<file path="src/rtl/msrv32_rf_wr_arbiter_if.sv">
// Register-file write arbiter bus. It groups the pipeline writeback request,
// the long-latency-unit handshake, the hazard-visibility signals and the
// register-file write port.
interface msrv32_rf_wr_arbiter_if #(
  parameter int ADDR_W = 5,
  parameter int DATA_W = 32
);
  logic              flush_in;
  logic              pipe_wr_en_in;
  logic [ADDR_W-1:0] pipe_rd_addr_in;
  logic [DATA_W-1:0] pipe_rd_data_in;
  logic              llu_valid_in;
  logic [ADDR_W-1:0] llu_rd_addr_in;
  logic [DATA_W-1:0] llu_rd_data_in;
  logic              llu_ready_out;
  logic              pipe_stall_out;
  logic              pend_valid_out;
  logic [ADDR_W-1:0] pend_addr_out;
  logic              wr_en_integer_file_out;
  logic [ADDR_W-1:0] rf_wr_addr_out;
  logic [DATA_W-1:0] rf_wr_data_out;

  // Arbiter side
  modport slave (
    input  flush_in, pipe_wr_en_in, pipe_rd_addr_in, pipe_rd_data_in,
    input  llu_valid_in, llu_rd_addr_in, llu_rd_data_in,
    output llu_ready_out, pipe_stall_out, pend_valid_out, pend_addr_out,
    output wr_en_integer_file_out, rf_wr_addr_out, rf_wr_data_out
  );

  // Requester / register-file side
  modport master (
    output flush_in, pipe_wr_en_in, pipe_rd_addr_in, pipe_rd_data_in,
    output llu_valid_in, llu_rd_addr_in, llu_rd_data_in,
    input  llu_ready_out, pipe_stall_out, pend_valid_out, pend_addr_out,
    input  wr_en_integer_file_out, rf_wr_addr_out, rf_wr_data_out
  );
endinterface

</file>
<file path="src/rtl/msrv32_rf_wr_arbiter.sv">
// Integer register-file write-port arbiter. Pipeline writeback has priority.
// Long-latency-unit results are parked in a one-entry buffer and written when
// the pipeline leaves the port free. If the pipeline keeps the port busy for
// too long, the arbiter stalls the pipeline for one cycle so the buffer drains.
module msrv32_rf_wr_arbiter #(
  parameter int ADDR_W       = 5,
  parameter int DATA_W       = 32,
  parameter int STARVE_LIMIT = 4
) (
  input logic                   ms_riscv32_mp_clk_in,
  input logic                   ms_riscv32_mp_rst_in,
  msrv32_rf_wr_arbiter_if.slave bus
);
  localparam int CNT_W = $clog2(STARVE_LIMIT + 1);

  typedef enum logic [1:0] {IDLE, WAIT, FORCE} state_t;

  state_t            state_reg;
  logic [CNT_W-1:0]  starve_cnt_reg;
  logic              stall_reg;
  logic              buf_valid_reg;
  logic [ADDR_W-1:0] buf_addr_reg;
  logic [DATA_W-1:0] buf_data_reg;
  logic              wr_en_reg;
  logic [ADDR_W-1:0] wr_addr_reg;
  logic [DATA_W-1:0] wr_data_reg;

  logic pw;      // pipeline write actually taken this cycle
  logic accept;  // LLU handshake completes this cycle
  logic load;    // accepted LLU result needs a register write (rd != x0)
  logic drain;   // buffered LLU result uses the port this cycle

  assign pw     = bus.pipe_wr_en_in & ~bus.flush_in & ~stall_reg &
                  (bus.pipe_rd_addr_in != '0);
  assign accept = bus.llu_valid_in & ~buf_valid_reg;
  assign load   = accept & (bus.llu_rd_addr_in != '0);
  assign drain  = ~pw & buf_valid_reg;

  assign bus.llu_ready_out          = ~buf_valid_reg;
  assign bus.pipe_stall_out         = stall_reg;
  assign bus.pend_valid_out         = buf_valid_reg;
  assign bus.pend_addr_out          = buf_addr_reg;
  assign bus.wr_en_integer_file_out = wr_en_reg;
  assign bus.rf_wr_addr_out         = wr_addr_reg;
  assign bus.rf_wr_data_out         = wr_data_reg;

  // Holding buffer and registered write port; the pipeline wins, and the buffer fills the gaps
  always_ff @(posedge ms_riscv32_mp_clk_in or posedge ms_riscv32_mp_rst_in) begin
    if (ms_riscv32_mp_rst_in) begin
      buf_valid_reg <= 1'b0;
      buf_addr_reg  <= '0;
      buf_data_reg  <= '0;
      wr_en_reg     <= 1'b0;
      wr_addr_reg   <= '0;
      wr_data_reg   <= '0;
    end else begin
      // Accept only happens with an empty buffer, so it never coincides with a drain
      if (drain) begin
        buf_valid_reg <= 1'b0;
      end else if (load) begin
        buf_valid_reg <= 1'b1;
        buf_addr_reg  <= bus.llu_rd_addr_in;
        buf_data_reg  <= bus.llu_rd_data_in;
      end

      if (pw) begin
        wr_en_reg   <= 1'b1;
        wr_addr_reg <= bus.pipe_rd_addr_in;
        wr_data_reg <= bus.pipe_rd_data_in;
      end else if (buf_valid_reg) begin
        wr_en_reg   <= 1'b1;
        wr_addr_reg <= buf_addr_reg;
        wr_data_reg <= buf_data_reg;
      end else begin
        wr_en_reg   <= 1'b0;
      end
    end
  end

  // Starvation FSM: counts cycles a buffered result is blocked and raises a one-cycle stall
  always_ff @(posedge ms_riscv32_mp_clk_in or posedge ms_riscv32_mp_rst_in) begin
    if (ms_riscv32_mp_rst_in) begin
      state_reg      <= IDLE;
      starve_cnt_reg <= '0;
      stall_reg      <= 1'b0;
    end else begin
      stall_reg <= 1'b0;
      case (state_reg)
        IDLE: begin
          if (load) begin
            state_reg      <= WAIT;
            starve_cnt_reg <= '0;
          end
        end
        WAIT: begin
          if (drain) begin
            state_reg      <= IDLE;
            starve_cnt_reg <= '0;
          end else begin
            starve_cnt_reg <= starve_cnt_reg + CNT_W'(1);
            if (starve_cnt_reg == CNT_W'(STARVE_LIMIT - 1)) begin
              state_reg <= FORCE;
              stall_reg <= 1'b1;
            end
          end
        end
        FORCE: begin
          // pw is blocked by the stall, so the buffer drains in this cycle
          state_reg      <= IDLE;
          starve_cnt_reg <= '0;
        end
        default: begin
          state_reg      <= IDLE;
          starve_cnt_reg <= '0;
        end
      endcase
    end
  end
endmodule

</file>
<file path="src/flat_wrapper.sv">
// flat-port wrapper written by rule: the top's interface ports become plain ports
module msrv32_rf_wr_arbiter_flat 
#(
  parameter int ADDR_W       = 5,
  parameter int DATA_W       = 32,
  parameter int STARVE_LIMIT = 4
)
  (ms_riscv32_mp_clk_in, ms_riscv32_mp_rst_in, bus_flush_in, bus_pipe_wr_en_in, bus_pipe_rd_addr_in, bus_pipe_rd_data_in, bus_llu_valid_in, bus_llu_rd_addr_in, bus_llu_rd_data_in, bus_llu_ready_out, bus_pipe_stall_out, bus_pend_valid_out, bus_pend_addr_out, bus_wr_en_integer_file_out, bus_rf_wr_addr_out, bus_rf_wr_data_out);
  msrv32_rf_wr_arbiter_if #(.ADDR_W(ADDR_W), .DATA_W(DATA_W)) bus_i ();
  input logic ms_riscv32_mp_clk_in;
  input logic ms_riscv32_mp_rst_in;
  input wire logic [$bits(bus_i.flush_in)-1:0] bus_flush_in;
  input wire logic [$bits(bus_i.pipe_wr_en_in)-1:0] bus_pipe_wr_en_in;
  input wire logic [$bits(bus_i.pipe_rd_addr_in)-1:0] bus_pipe_rd_addr_in;
  input wire logic [$bits(bus_i.pipe_rd_data_in)-1:0] bus_pipe_rd_data_in;
  input wire logic [$bits(bus_i.llu_valid_in)-1:0] bus_llu_valid_in;
  input wire logic [$bits(bus_i.llu_rd_addr_in)-1:0] bus_llu_rd_addr_in;
  input wire logic [$bits(bus_i.llu_rd_data_in)-1:0] bus_llu_rd_data_in;
  output wire logic [$bits(bus_i.llu_ready_out)-1:0] bus_llu_ready_out;
  output wire logic [$bits(bus_i.pipe_stall_out)-1:0] bus_pipe_stall_out;
  output wire logic [$bits(bus_i.pend_valid_out)-1:0] bus_pend_valid_out;
  output wire logic [$bits(bus_i.pend_addr_out)-1:0] bus_pend_addr_out;
  output wire logic [$bits(bus_i.wr_en_integer_file_out)-1:0] bus_wr_en_integer_file_out;
  output wire logic [$bits(bus_i.rf_wr_addr_out)-1:0] bus_rf_wr_addr_out;
  output wire logic [$bits(bus_i.rf_wr_data_out)-1:0] bus_rf_wr_data_out;
  assign bus_i.flush_in = bus_flush_in;
  assign bus_i.pipe_wr_en_in = bus_pipe_wr_en_in;
  assign bus_i.pipe_rd_addr_in = bus_pipe_rd_addr_in;
  assign bus_i.pipe_rd_data_in = bus_pipe_rd_data_in;
  assign bus_i.llu_valid_in = bus_llu_valid_in;
  assign bus_i.llu_rd_addr_in = bus_llu_rd_addr_in;
  assign bus_i.llu_rd_data_in = bus_llu_rd_data_in;
  assign bus_llu_ready_out = bus_i.llu_ready_out;
  assign bus_pipe_stall_out = bus_i.pipe_stall_out;
  assign bus_pend_valid_out = bus_i.pend_valid_out;
  assign bus_pend_addr_out = bus_i.pend_addr_out;
  assign bus_wr_en_integer_file_out = bus_i.wr_en_integer_file_out;
  assign bus_rf_wr_addr_out = bus_i.rf_wr_addr_out;
  assign bus_rf_wr_data_out = bus_i.rf_wr_data_out;
  msrv32_rf_wr_arbiter #(.ADDR_W(ADDR_W), .DATA_W(DATA_W), .STARVE_LIMIT(STARVE_LIMIT)) u_core (.ms_riscv32_mp_clk_in(ms_riscv32_mp_clk_in), .ms_riscv32_mp_rst_in(ms_riscv32_mp_rst_in), .bus(bus_i));
endmodule
</file>
<file path="config.mk">
export PLATFORM = sky130hd
export DESIGN_NAME = msrv32_rf_wr_arbiter_flat
export DESIGN_NICKNAME = d
export VERILOG_FILES = /design/src/rtl/msrv32_rf_wr_arbiter_if.sv /design/src/rtl/msrv32_rf_wr_arbiter.sv /design/src/flat_wrapper.sv
export SDC_FILE = /design/constraint.sdc
export NUM_CORES = 1
export LEC_CHECK = 0
export ABC_AREA = 1
export BUFFER_PORTS_ARGS = -buffer_cell sky130_fd_sc_hd__buf_2
export CORE_MARGIN = 4
export CORE_UTILIZATION = 50
export CTS_CLUSTER_SIZE = 30
export DETAILED_ROUTE_END_ITERATION = 16
export PLACE_DENSITY = 0.8
export SKIP_CTS_REPAIR_TIMING = 1
export SLEW_MARGIN = 20
export SYNTH_ARGS = -nofsm -noshare
export SYNTH_HDL_FRONTEND = slang
export SYNTH_SLANG_ARGS = --single-unit
</file>
<file path="constraint.sdc">
create_clock -name ms_riscv32_mp_clk_in -period 2.9 [get_ports ms_riscv32_mp_clk_in]
set_clock_uncertainty 0.05 [all_clocks]
set_input_delay 0.145 -clock ms_riscv32_mp_clk_in [delete_from_list [all_inputs] [get_ports ms_riscv32_mp_clk_in]]
set_output_delay 0.145 -clock ms_riscv32_mp_clk_in [all_outputs]
set_load 0.01 [all_outputs]
</file>
==> summary.md, run 1 <==
| Metric | Value |
|---|---|
| Crit path DAT | between 2 and 2.5 ns |
| Final Hold Viols | 15 |
| Setup TNS | 0 ns |
| Port buffer count | 124 |
| Post-Synthesis Cell Area | 3593 um^2 |
| Clk_lat worst skew | 0.34 ns |
| First-pass GRT wire length | 14140 um |
| CP required | 3.12 ns |
| Worst-Margin Slew | 0.6983 ns |
| Num CTS Buffers | 9 |
| Num rows | 30 |
| Reg2Reg Setup Slack | 0.99 ns |
| Slew HR | 53.40% |
| FILL cells | 560 |
| Max Buffers Root-to-Sink | 2 |
| Drt first-iter violations | 178 |
| Sequential power share | roughly 45% |
| Clk slew on worst S/H paths | 0.08 ns |
| VDD IR max | 0.4910 mV |
| Area grow syn2layout | 36.87% |
| Diode count | 0 |
| Gate power share | 36.3% |
| Wire per inst | 14.17 um |
| Vias in the first global route | 3095 |
| Slew Viols, Final | 0 |
| Placer congestion estimate | 0.7925 |
| Syn Inst Count | 411 |
| Net Sw Frac | 37.51% |
| Max H-tree Level | 3 |
| Max cap viols | 0 |
| Share of cells above drive strength 1 | 26.38% |
| Clk sinks | 82 |
| Final Power | 4.430 mW |
| Largest net degree at the start of global routing | 63 |
| CP endpoint kind | flip-flop |
| Final Hold Slack | -0.02479 ns |
| Clk pwr share | 19.1% |
| Sequential fraction of the synthesis area | 57.10% |
| Tcrit/Tclk final | 65.77% |
| Die area | 8607 um^2 |
| Power per cell area | 900.6 nW/um^2 |
| Commonest non-fill, non-tap cell in the layout | buf_2 |
| Synth Net Count | around 500 |
| Nets | 656 |
| CTS tree | done |
| CP Launch Type | flip-flop |
| Worst Hold Class | in -> reg |
| Routed vias | 3420 |
| Initial Utilization | 52.31% |
| HPWL after DPL | 5790 um |
| Switching power | 1.661 mW |
| Core Footprint | 6869 um^2 |
| Leak Pwr | about 2.6 nW |
| Vias/cell | 5.059 |
| Top Ports | roughly 130 |
| Synth Register Bits | 82 |
| GRT overflow | 0 |
| Avg Inst Size Synth | 8.743 um^2 |
| Worst-path fanout max | 35 |
| Total track usage | 20.62% |
| DR pass1 iterations | 5 |
| Root buffer cell | clkbuf_8 |
| Remaining DRCs | 0 |
| Outcome | finished, violations left |
| Crit Path Class | reg -> reg |
| Fin crit period | 1.907 ns |
| Unrepaired setup endpoints after global routing | no |
| Fmax | 524.3 MHz |
| Most frequent cells in the layout | buf_2 (124), nand3_1 (119), nand2_1 (85) |
| Unique masters post-synth | 17 |
| Initial antenna violation count | 0 |
| Detailed Route WL | 9576 um |
| Yosys warns | 0 |
| Die Ht | roughly 93 um |
| Die X | 92.78 um |
| Int Pwr | 2.768 mW |
| Final setup fails | 0 |
| Post-DRT Antenna Nets | 0 |
| Failing checks | hold timing |
==> power groups by stage <==
stage,sequential [mW],combinational (mW),clock [mW]
finish,1.98,1.61,0.848
global placement,1.97,1.50,0
detailed placement,1.98,1.55,0
floorplan,2.08,0.876,0
global route,2.04,1.81,0.905
CTS,1.96,1.56,0.855
==> worst max-delay path, cell delays in order (launching register included) <==
cell and delay (ns):
dfrtp_1 0.39, nor3b_2 0.29, nand2_2 0.27, inv_2 0.55
nand2_1 0.14, nand3_1 0.12
==> stage by stage <==
step / instance area [um^2] / utilization (%) / setup WS (ns) / std cells
finish: 4918 / 71.60 / 0.9926 / 676
detailed placement: 4223 / 61.48 / 1.049 / 611
global placement: 4223 / 61.48 / 1.076 / 611
CTS: 4428 / 64.46 / 1.032 / 627
global route: 4918 / 71.60 / 0.8406 / 676
floorplan: 3593 / - / 0.5966 / 411
==> cells by family after synthesis <==
family / count (synthesis) / synth area share [%]
buf+inv: 75 / 9.819
compound gates: 39 / 5.606
fa+ha+maj: 2 / 0.6963
flops: 82 / 57.10
simple gates: 213 / 26.78
==> worst paths after layout <==
path	from	end	cells past startpoint
worst min-delay path	bus_pipe_rd_data_in[1]	u_core.bus.rf_wr_data_out[1]$_DFFE_PP0P_	3
worst max-delay path	u_core.bus.pipe_stall_out$_DFF_PP0_	u_core.bus.rf_wr_addr_out[2]$_DFFE_PP0P_	5
worst max register to register	u_core.bus.pipe_stall_out$_DFF_PP0_	u_core.bus.rf_wr_addr_out[2]$_DFFE_PP0P_	5
max in group asynchronous	ms_riscv32_mp_rst_in	u_core.bus.rf_wr_data_out[3]$_DFFE_PP0P_	4
min in group asynchronous	ms_riscv32_mp_rst_in	u_core.buf_data_reg[18]$_DFFE_PP0P_	3
worst min register to register	u_core.buf_data_reg[2]$_DFFE_PP0P_	u_core.buf_data_reg[2]$_DFFE_PP0P_	2
==> cells in the mapped netlist, drive strengths merged <==
master  number  area (um^2)
buf         22        153.9
o21ai       38        190.2
ha           2        25.02
nor3b        1        12.51
clkbuf       5        18.77
inv         45        168.9
nand2       87        331.6
o21bai       1        11.26
dfrtp       82         2052
nor2         6        22.52
clkinv       3        11.26
nand3      119        595.6
==> final cells by class <==
class | instances | area (um^2) | share of cell area [%]
Clock buffer | 12 | 155.1 | 3.154
Clock inverter | 4 | 50.05 | 1.018
Inverter | 48 | 181.4 | 3.689
Multi-Input combinational cell | 254 | 1196 | 24.32
Sequential cell | 82 | 2052 | 41.72
Tap cell | 96 | 120.1 | 2.442
Timing Repair Buffer | 180 | 1164 | 23.66
==> per-layer routing <==
layer | up-vias | track usage [%] | part of all wire [%]
li1 | 1664 | - | -
met1 | 1586 | 27.37 | 40
met2 | 144 | 33.47 | 50
met3 | 26 | 3.818 | 6.5
met4 | 0 | 8.181 | 2.9
met5 | - | 0 | 0
Note: power is estimated with default switching activity, not from simulation.
==> inputs of run 2 (changes only) <==
- ABC_AREA: 1 -> 0
- CORE_UTILIZATION: 50 -> 45
- PLACE_DENSITY: 0.8 -> 0.76
- clock period: 2.9 -> 1.69 ns (I/O delays scaled with it)
==> run 2 against run 1 <==
Compared with the run above: the run still ends with hold timing left; clock-buffer cell count fell by 1; register-to-register slack worse by 0.90 ns; critical path depth decreased by 1; clock power grew 95%; largest power group unchanged; total power up 39%; sequential power grew 36%; core utilization decreased by 1.8 points; combinational power increased by 12%.
==> summary.md, run 2 <==
| Metric | Value |
|---|---|
| Wire per inst | 15.97 um (+13%) |
| Diode count | 0 (unchanged) |
| Num CTS Buffers | 9 (unchanged) |
| Power per cell area | 1139 nW/um^2 (+26%) |
| Worst Hold Class | in -> reg |
| Yosys top cell by area | dfrtp_1 |
| Drt first-iter violations | 49 (-72%) |
| Max cap viols | 0 (unchanged) |
| Largest net degree at the start of global routing | 73 (+16%) |
| Tcrit/Tclk final | 94.57% (+29 points) |
| Unique masters post-synth | 25 (+8) |
| Synth top cells by count | mux2_2 (94), dfrtp_1 (82), nand2_1 (9), o21ai_0 (7), mux2_4 (6) |
| CP required | 1.86 ns (-1.26 ns) |
| CP Buf/Inv Count | 1 (unchanged) |
| Synth Net Count | 320 (-35%) |
| Synth top area cells | dfrtp_1 (57%), mux2_2 (30%), mux2_4 (2.5%) |
| Top Ports | 125 (unchanged) |
| Die Ht | 97.15 um (+4.7%) |
| CP endpoint kind | flip-flop |
| Nets | 531 (-19%) |
| Share of cells above drive strength 1 | 56.48% (+30 points) |
| Yosys warns | 0 (unchanged) |
| Commonest non-fill, non-tap cell in the layout | buf_2 |
| Vias/cell | 4.849 (-4.2%) |
| Setup TNS | 0 ns (unchanged) |
| Syn Inst Count | 239 (-42%) |
| Placer congestion estimate | 0.7126 (-10%) |
| Yosys top cell area share | 57.38% (+0.28 points) |
| Worst-Margin Slew | 0.3866 ns (-0.3117 ns) |
| Ys async rst share | 100.0% (unchanged) |
| Switching power | 1.660 mW (about the same) |
| Port buffer count | 124 (unchanged) |
| CTS tree | done |
| Unrepaired setup endpoints after global routing | no |
| Max H-tree Level | 3 (unchanged) |
| Core Footprint | 7727 um^2 (+12%) |
| Die area | 9437 um^2 (+9.6%) |
| Synth Flop Type | dfrtp_1 |
| Root buffer cell | clkbuf_8 |
| Area grow syn2layout | 50.84% |
| Post-DRT Antenna Nets | 0 (unchanged) |
| Fin crit period | 1.598 ns (-0.3092 ns) |
| Detailed Route WL | 8895 um (-7.1%) |
| Avg Inst Size Synth | 14.96 um^2 (+71%) |
| Leak Pwr | 2.494 nW (-5.3%) |
| Cell chain of the critical path | nor2b_1, o21a_2, buf_12, mux2_2 |
| Post-synthesis compound-gate area fraction | 3.289% (-2.3 points) |
| VDD IR max | 0.6281 mV (+28%) |
| HPWL after DPL | 5497 um (-5.1%) |
| Crit-path max cell delay | 0.44 ns (-0.11 ns) |
| Final Core Density | 69.80% (-1.8 points) |
| Sequential fraction of the synthesis area | 57.38% (+0.28 points) |
| Total track usage | 16.44% (-4.2 points) |
| Outcome | finished, violations left |
| Largest family of logic cells by synthesized area | multiplexers |
| Final setup fails | 0 (unchanged) |
| First-pass GRT wire length | 12440 um (-12%) |
| Simple-gate portion of the synthesized area | 2.589% (-24 points) |
| Initial antenna violation count | 0 (unchanged) |
| Clk sinks | 82 (unchanged) |
| Slew Viols, Final | 0 (unchanged) |
| Gate power share | 29.3% (-7.0 points) |
| Post-synthesis xor/xnor area fraction | 0% (unchanged) |
| Post-synthesis mux area share | 33.52% (+34 points) |
| Critical path's top delay family | flip-flops |
| CP Launch Type | flip-flop |
| Fmax | 625.7 MHz (+19%) |
| Worst-path fanout max | 26 (-26%) |
| Failing checks | hold timing |
| Clk_lat worst skew | 0.34 ns (about the same) |
| Most frequent cells in the layout | buf_2 (124), mux2_2 (94), dfrtp_1 (81) |
| Max Buffers Root-to-Sink | 2 (unchanged) |
| Initial Utilization | 46.28% (-6.0 points) |
| Count leader, synth | mux2_2 |
| Remaining DRCs | 0 (unchanged) |
| Final Hold Slack | -0.02185 ns (+0.002944 ns) |
| Slew HR | 74.23% (+21 points) |
| Slowest CP cell | dfrtp_2 |
| Final Hold Viols | 1 (-14) |
| Crit path DAT | 1.77 ns (-0.36 ns) |
| Post-Synthesis Cell Area | 3576 um^2 (-0.49%) |
| Die X | 97.15 um (+4.7%) |
| Clk pwr share | 26.9% (+7.8 points) |
| Crit Path Class | reg -> reg |
| Adder-cell share of the synthesized area | 0.6998% (+0.0034 points) |
| Vias in the first global route | 2610 (-16%) |
| Routed vias | 2701 (-21%) |
| Synth Register Bits | 82 (unchanged) |
| Clk slew on worst S/H paths | 0.08 ns (about the same) |
| DR pass1 iterations | 4 (-1) |
| GRT overflow | 0 (unchanged) |
| EDFF count, synth | 0 (unchanged) |
| Sequential power share | 43.7% (-0.9 points) |
| Num rows | 32 (+6.7%) |
| Final Power | 6.144 mW (+39%) |
| Net Sw Frac | 27.02% (-10 points) |
| Int Pwr | 4.484 mW (+62%) |
[run 2: changes by cell type after synthesis, moves of 7 or more]
cell / before / now
inv_1: 43 / 5
nand2_1: 85 / 9
o21ai_1: 38 / 0
nand3_1: 119 / 0
o21ai_0: 0 / 7
mux2_2: 0 / 94
[run 2: worst reg2reg max path, delay by kind of cell, from the launching register on]
family,cells,cell delay [ns]
flops,1,0.44
compound gates,1,0.23
mux,1,0.37
simple gates,1,0.19
buf+inv,1,0.20
[run 2: cell type report]
class	instances	area [um^2]
Clock buffer	11	131.4
Multi-Input combinational cell	141	1435
Fill cell	542	2333
Sequential cell	82	2053
Inverter	5	22.52
Timing Repair Buffer	211	1521
Tap cell	102	127.6
Clock inverter	5	102.6
[run 2: stage by stage]
stage	hold slack, ns	instances	worst slack [ns]	instance area (um^2)
floorplan	0.1513	239	0.02011	3582
global placement	-0.002405	467	0.02929	4419
detailed placement	0.002857	467	0.008004	4419
CTS	-0.3838	483	0.09401	4653
global route	0.004895	557	0.03661	5394
finish	-0.02185	557	0.09183	5394
[run 2: per-layer routing]
layer	up-vias	GRT usage (%)	part of all wire [%]	routed length [um]
li1	1280	-	-	-
met1	1319	20.12	40	3557
met2	87	26.43	53	4688
met3	15	6.246	5.5	493
met4	0	6.156	1.7	155
met5	-	0	0	0
[run 2: path summary, 6_finish.rpt]
path,start,end,slack (ns),cells past startpoint
max,u_core.bus.pend_valid_out$_DFFE_PP0P_,u_core.buf_data_reg[22]$_DFFE_PP0P_,0.09,4
min,bus_pipe_rd_addr_in[4],u_core.bus.rf_wr_addr_out[4]$_DFFE_PP0P_,-0.02,3
max reg2reg,u_core.bus.pend_valid_out$_DFFE_PP0P_,u_core.buf_data_reg[22]$_DFFE_PP0P_,0.09,4
min reg2reg,u_core.starve_cnt_reg[0]$_DFFE_PP0P_,u_core.starve_cnt_reg[0]$_DFFE_PP0P_,0.46,1
max in group asynchronous,ms_riscv32_mp_rst_in,u_core.bus.pend_valid_out$_DFFE_PP0P_,0.71,4
min in group asynchronous,ms_riscv32_mp_rst_in,u_core.bus.rf_wr_data_out[22]$_DFFE_PP0P_,0.18,3
[run 2: power groups by stage]
| stage | Combinational [mW] | Clock [mW] | Sequential (mW) |
|---|---|---|---|
| 2_1_floorplan | 0.929 | 0 | 2.81 |
| 3_3_place_gp | 1.62 | 0 | 2.70 |
| 3_5_place_dp | 1.67 | 0 | 2.72 |
| 4_1_cts | 1.68 | 1.70 | 2.68 |
| 5_1_grt | 1.97 | 1.78 | 2.75 |
| 6_report | 1.80 | 1.65 | 2.69 |
[run 2: cells by family (layout without fill, tap and decap cells)]
logic type / after synthesis / in the layout
AO/OA/AOI/OAI: 16 / 16
adder cells (fa/ha/maj): 2 / 2
flip-flops: 82 / 82
AND/OR/NAND/NOR: 18 / 18
multiplexers: 105 / 105
buffers and inverters: 16 / 232
==> inputs of run 3 (changes only) <==
- ABC_AREA: 0 -> default
- REMOVE_ABC_BUFFERS: default -> 1
==> run 3 against run 2 <==
Compared with the run above: the run still ends with hold timing left; largest cell class unchanged; via count is 2.0% lower; clock power fell by 15%; highest routed layer unchanged; sequential share of layout area rose by 0.34 points; critical path type unchanged.
==> summary.md, run 3 (same netlist as run 2, synthesis figures left out) <==
| Metric | Value |
|---|---|
| Wire per inst | 15.46 um (-3.2%) |
| Worst setup margin | 0.1024 ns (+0.01052 ns) |
| Routed vias | 2647 (-2.0%) |
| FILL cells | 555 (+2.4%) |
| Number of cells after detailed placement | 466 (-0.21%) |
| Clk slew on worst S/H paths | 0.08 ns (about the same) |
| DR pass1 iterations | 4 (unchanged) |
| Worst Hold Class | in -> reg |
| Fin crit period | 1.588 ns (-0.01052 ns) |
| Crit Path Class | reg -> reg |
| Crit path DAT | 1.75 ns (-0.02 ns) |
| Initial Utilization | 46.28% (unchanged) |
| CP Buf/Inv Count | 1 (unchanged) |
| Drt first-iter violations | 21 (-57%) |
| Port buffer count | 124 (unchanged) |
| Pre-CTS setup slack | 0.02127 ns (+0.01327 ns) |
| Initial antenna violation count | 0 (unchanged) |
| Multi-input gate area | 1435 um^2 (unchanged) |
| Post-DRT Antenna Nets | 0 (unchanged) |
| Worst-Margin Slew | 0.5182 ns (+0.1317 ns) |
| R2R Path End | u_core.buf_data_reg[12]$_DFFE_PP0P_ |
| HPWL after DPL | 5315 um (-3.3%) |
| Max Buffers Root-to-Sink | 2 (unchanged) |
| CTS tree | done |
| Nets | 530 (-0.19%) |
| Crit path depth | 4 (unchanged) |
| Reg2Reg Setup Slack | 0.10 ns (about the same) |
| Register Area | 2053 um^2 (unchanged) |
| Finished Layout Cells | 556 (-0.18%) |
| Vias/cell | 4.761 (-1.8%) |
| First-pass GRT wire length | 12080 um (-2.9%) |
| Fmax | 629.9 MHz (+0.66%) |
| Failing checks | hold timing |
| Die Ht | 97.15 um (unchanged) |
| Tcrit/Tclk final | 93.94% (-0.62 points) |
| GRT overflow | 0 (unchanged) |
| Cell chain of the critical path | nor2b_1, o21a_2, buf_12, mux2_2 |
| RR Startpoint | u_core.bus.pend_valid_out$_DFFE_PP0P_ |
| Crit. Startpoint | u_core.bus.pend_valid_out$_DFFE_PP0P_ |
| Most frequent cells in the layout | buf_2 (124), mux2_2 (94), dfrtp_1 (81) |
| Final Power | 5.860 mW (-4.6%) |
| Largest net degree at the start of global routing | 35 (-52%) |
| Total track usage | 15.88% (-0.56 points) |
| Slowest CP cell | dfrtp_2 |
| Placer congestion estimate | 0.7877 (+11%) |
| Num rows | 32 (unchanged) |
| Final setup fails | 0 (unchanged) |
| Outcome | finished, violations left |
| Worst-path fanout max | 21 (-19%) |
| Num CTS Buffers | 9 (unchanged) |
| Remaining DRCs | 0 (unchanged) |
| Die area | 9437 um^2 (unchanged) |
| Commonest non-fill, non-tap cell in the layout | buf_2 |
| Area grow syn2layout | 49.51% |
| Crit-path max cell delay | 0.45 ns (about the same) |
| CP Launch Type | flip-flop |
| Diode count | 0 (unchanged) |
| Die X | 97.15 um (unchanged) |
| Unrepaired setup endpoints after global routing | no |
| Final Hold Viols | 1 (unchanged) |
| Detailed Route WL | 8595 um (-3.4%) |
| Critical Path End | u_core.buf_data_reg[12]$_DFFE_PP0P_ |
| Root buffer cell | clkbuf_8 |
| Vias in the first global route | 2559 (-2.0%) |
| Top Ports | 125 (unchanged) |
| Max H-tree Level | 3 (unchanged) |
| Critical path's top delay family | flip-flops |
| Final Hold Slack | -0.01313 ns (+0.008716 ns) |
| Power per cell area | 1096 nW/um^2 (-3.8%) |
| CP required | 1.86 ns (about the same) |
| Leak Pwr | 2.475 nW (-0.76%) |
| Clk sinks | 82 (unchanged) |
| VDD IR max | 0.6136 mV (-2.3%) |
| CP endpoint kind | flip-flop |
| Max cap viols | 0 (unchanged) |
| Slew HR | 65.41% (-8.8 points) |
| Clk_lat worst skew | 0.34 ns (about the same) |
| Share of cells above drive strength 1 | 56.39% (-0.096 points) |
| Core Footprint | 7727 um^2 (unchanged) |
| Reg2Reg Depth | 4 (unchanged) |
| Slew Viols, Final | 0 (unchanged) |
[run 3: cell count changes in the layout (fill, tap and decap cells not counted)]
cell and delta:
buf_4 -1, clkinvlp_4 -1, clkinv_2 +1, clkinv_4 +1
clkbuf_8 +1, bufinv_16 -2
[run 3: report_power, final]
part / total (mW) / internal (mW) / switching [mW]
clock network: 1.40 / 0.725 / 0.671
logic: 1.79 / 1.06 / 0.728
registers: 2.68 / 2.44 / 0.240
total: 5.86 / 4.22 / 1.64
[run 3: cell type report]
class	count	area share [%]
Clock inverter	4	0.9595
Clock buffer	12	2.715
Sequential cell	82	38.40
Inverter	5	0.3744
Multi-Input combinational cell	141	26.84
Tap cell	102	2.387
Timing Repair Buffer	210	28.32
[run 3: worst min-delay path, stage by stage]
cell and delay (ns):
buf_2 0.13, nand2_1 0.05, o21ai_0 0.06
[run 3: worst min-delay path by stage]
| stage | startpoint | end | slack (ns) | depth (start not counted) |
|---|---|---|---|---|
| floorplan | bus_pipe_rd_addr_in[0] | u_core.bus.rf_wr_addr_out[0]$_DFFE_PP0P_ | 0.15 | 2 |
| global placement | ms_riscv32_mp_rst_in | u_core.buf_data_reg[0]$_DFFE_PP0P_ | 0.08 | 2 |
| detailed placement | ms_riscv32_mp_rst_in | u_core.buf_data_reg[0]$_DFFE_PP0P_ | 0.09 | 2 |
| CTS | ms_riscv32_mp_rst_in | u_core.buf_data_reg[0]$_DFFE_PP0P_ | -0.29 | 2 |
| global route | bus_pipe_rd_addr_in[3] | u_core.bus.rf_wr_addr_out[3]$_DFFE_PP0P_ | 0.004 | 3 |
| finish | bus_pipe_rd_addr_in[3] | u_core.bus.rf_wr_addr_out[3]$_DFFE_PP0P_ | -0.01 | 3 |
[run 3: per-stage QoR]
step | cell area, um^2 | setup TNS, ns | util [%]
floorplan | 3505 | -100.08 | -
global placement | 4409 | 0 | 57.06
detailed placement | 4409 | 0 | 57.06
CTS | 4606 | 0 | 59.60
global route | 5346 | 0 | 69.19
finish | 5346 | 0 | 69.19
[run 3: per-layer routing]
layer	GRT usage, %	wire, um
met1	18.96	3513
met2	26.65	4447
met3	5.528	492
met4	5.508	142
met5	0	0
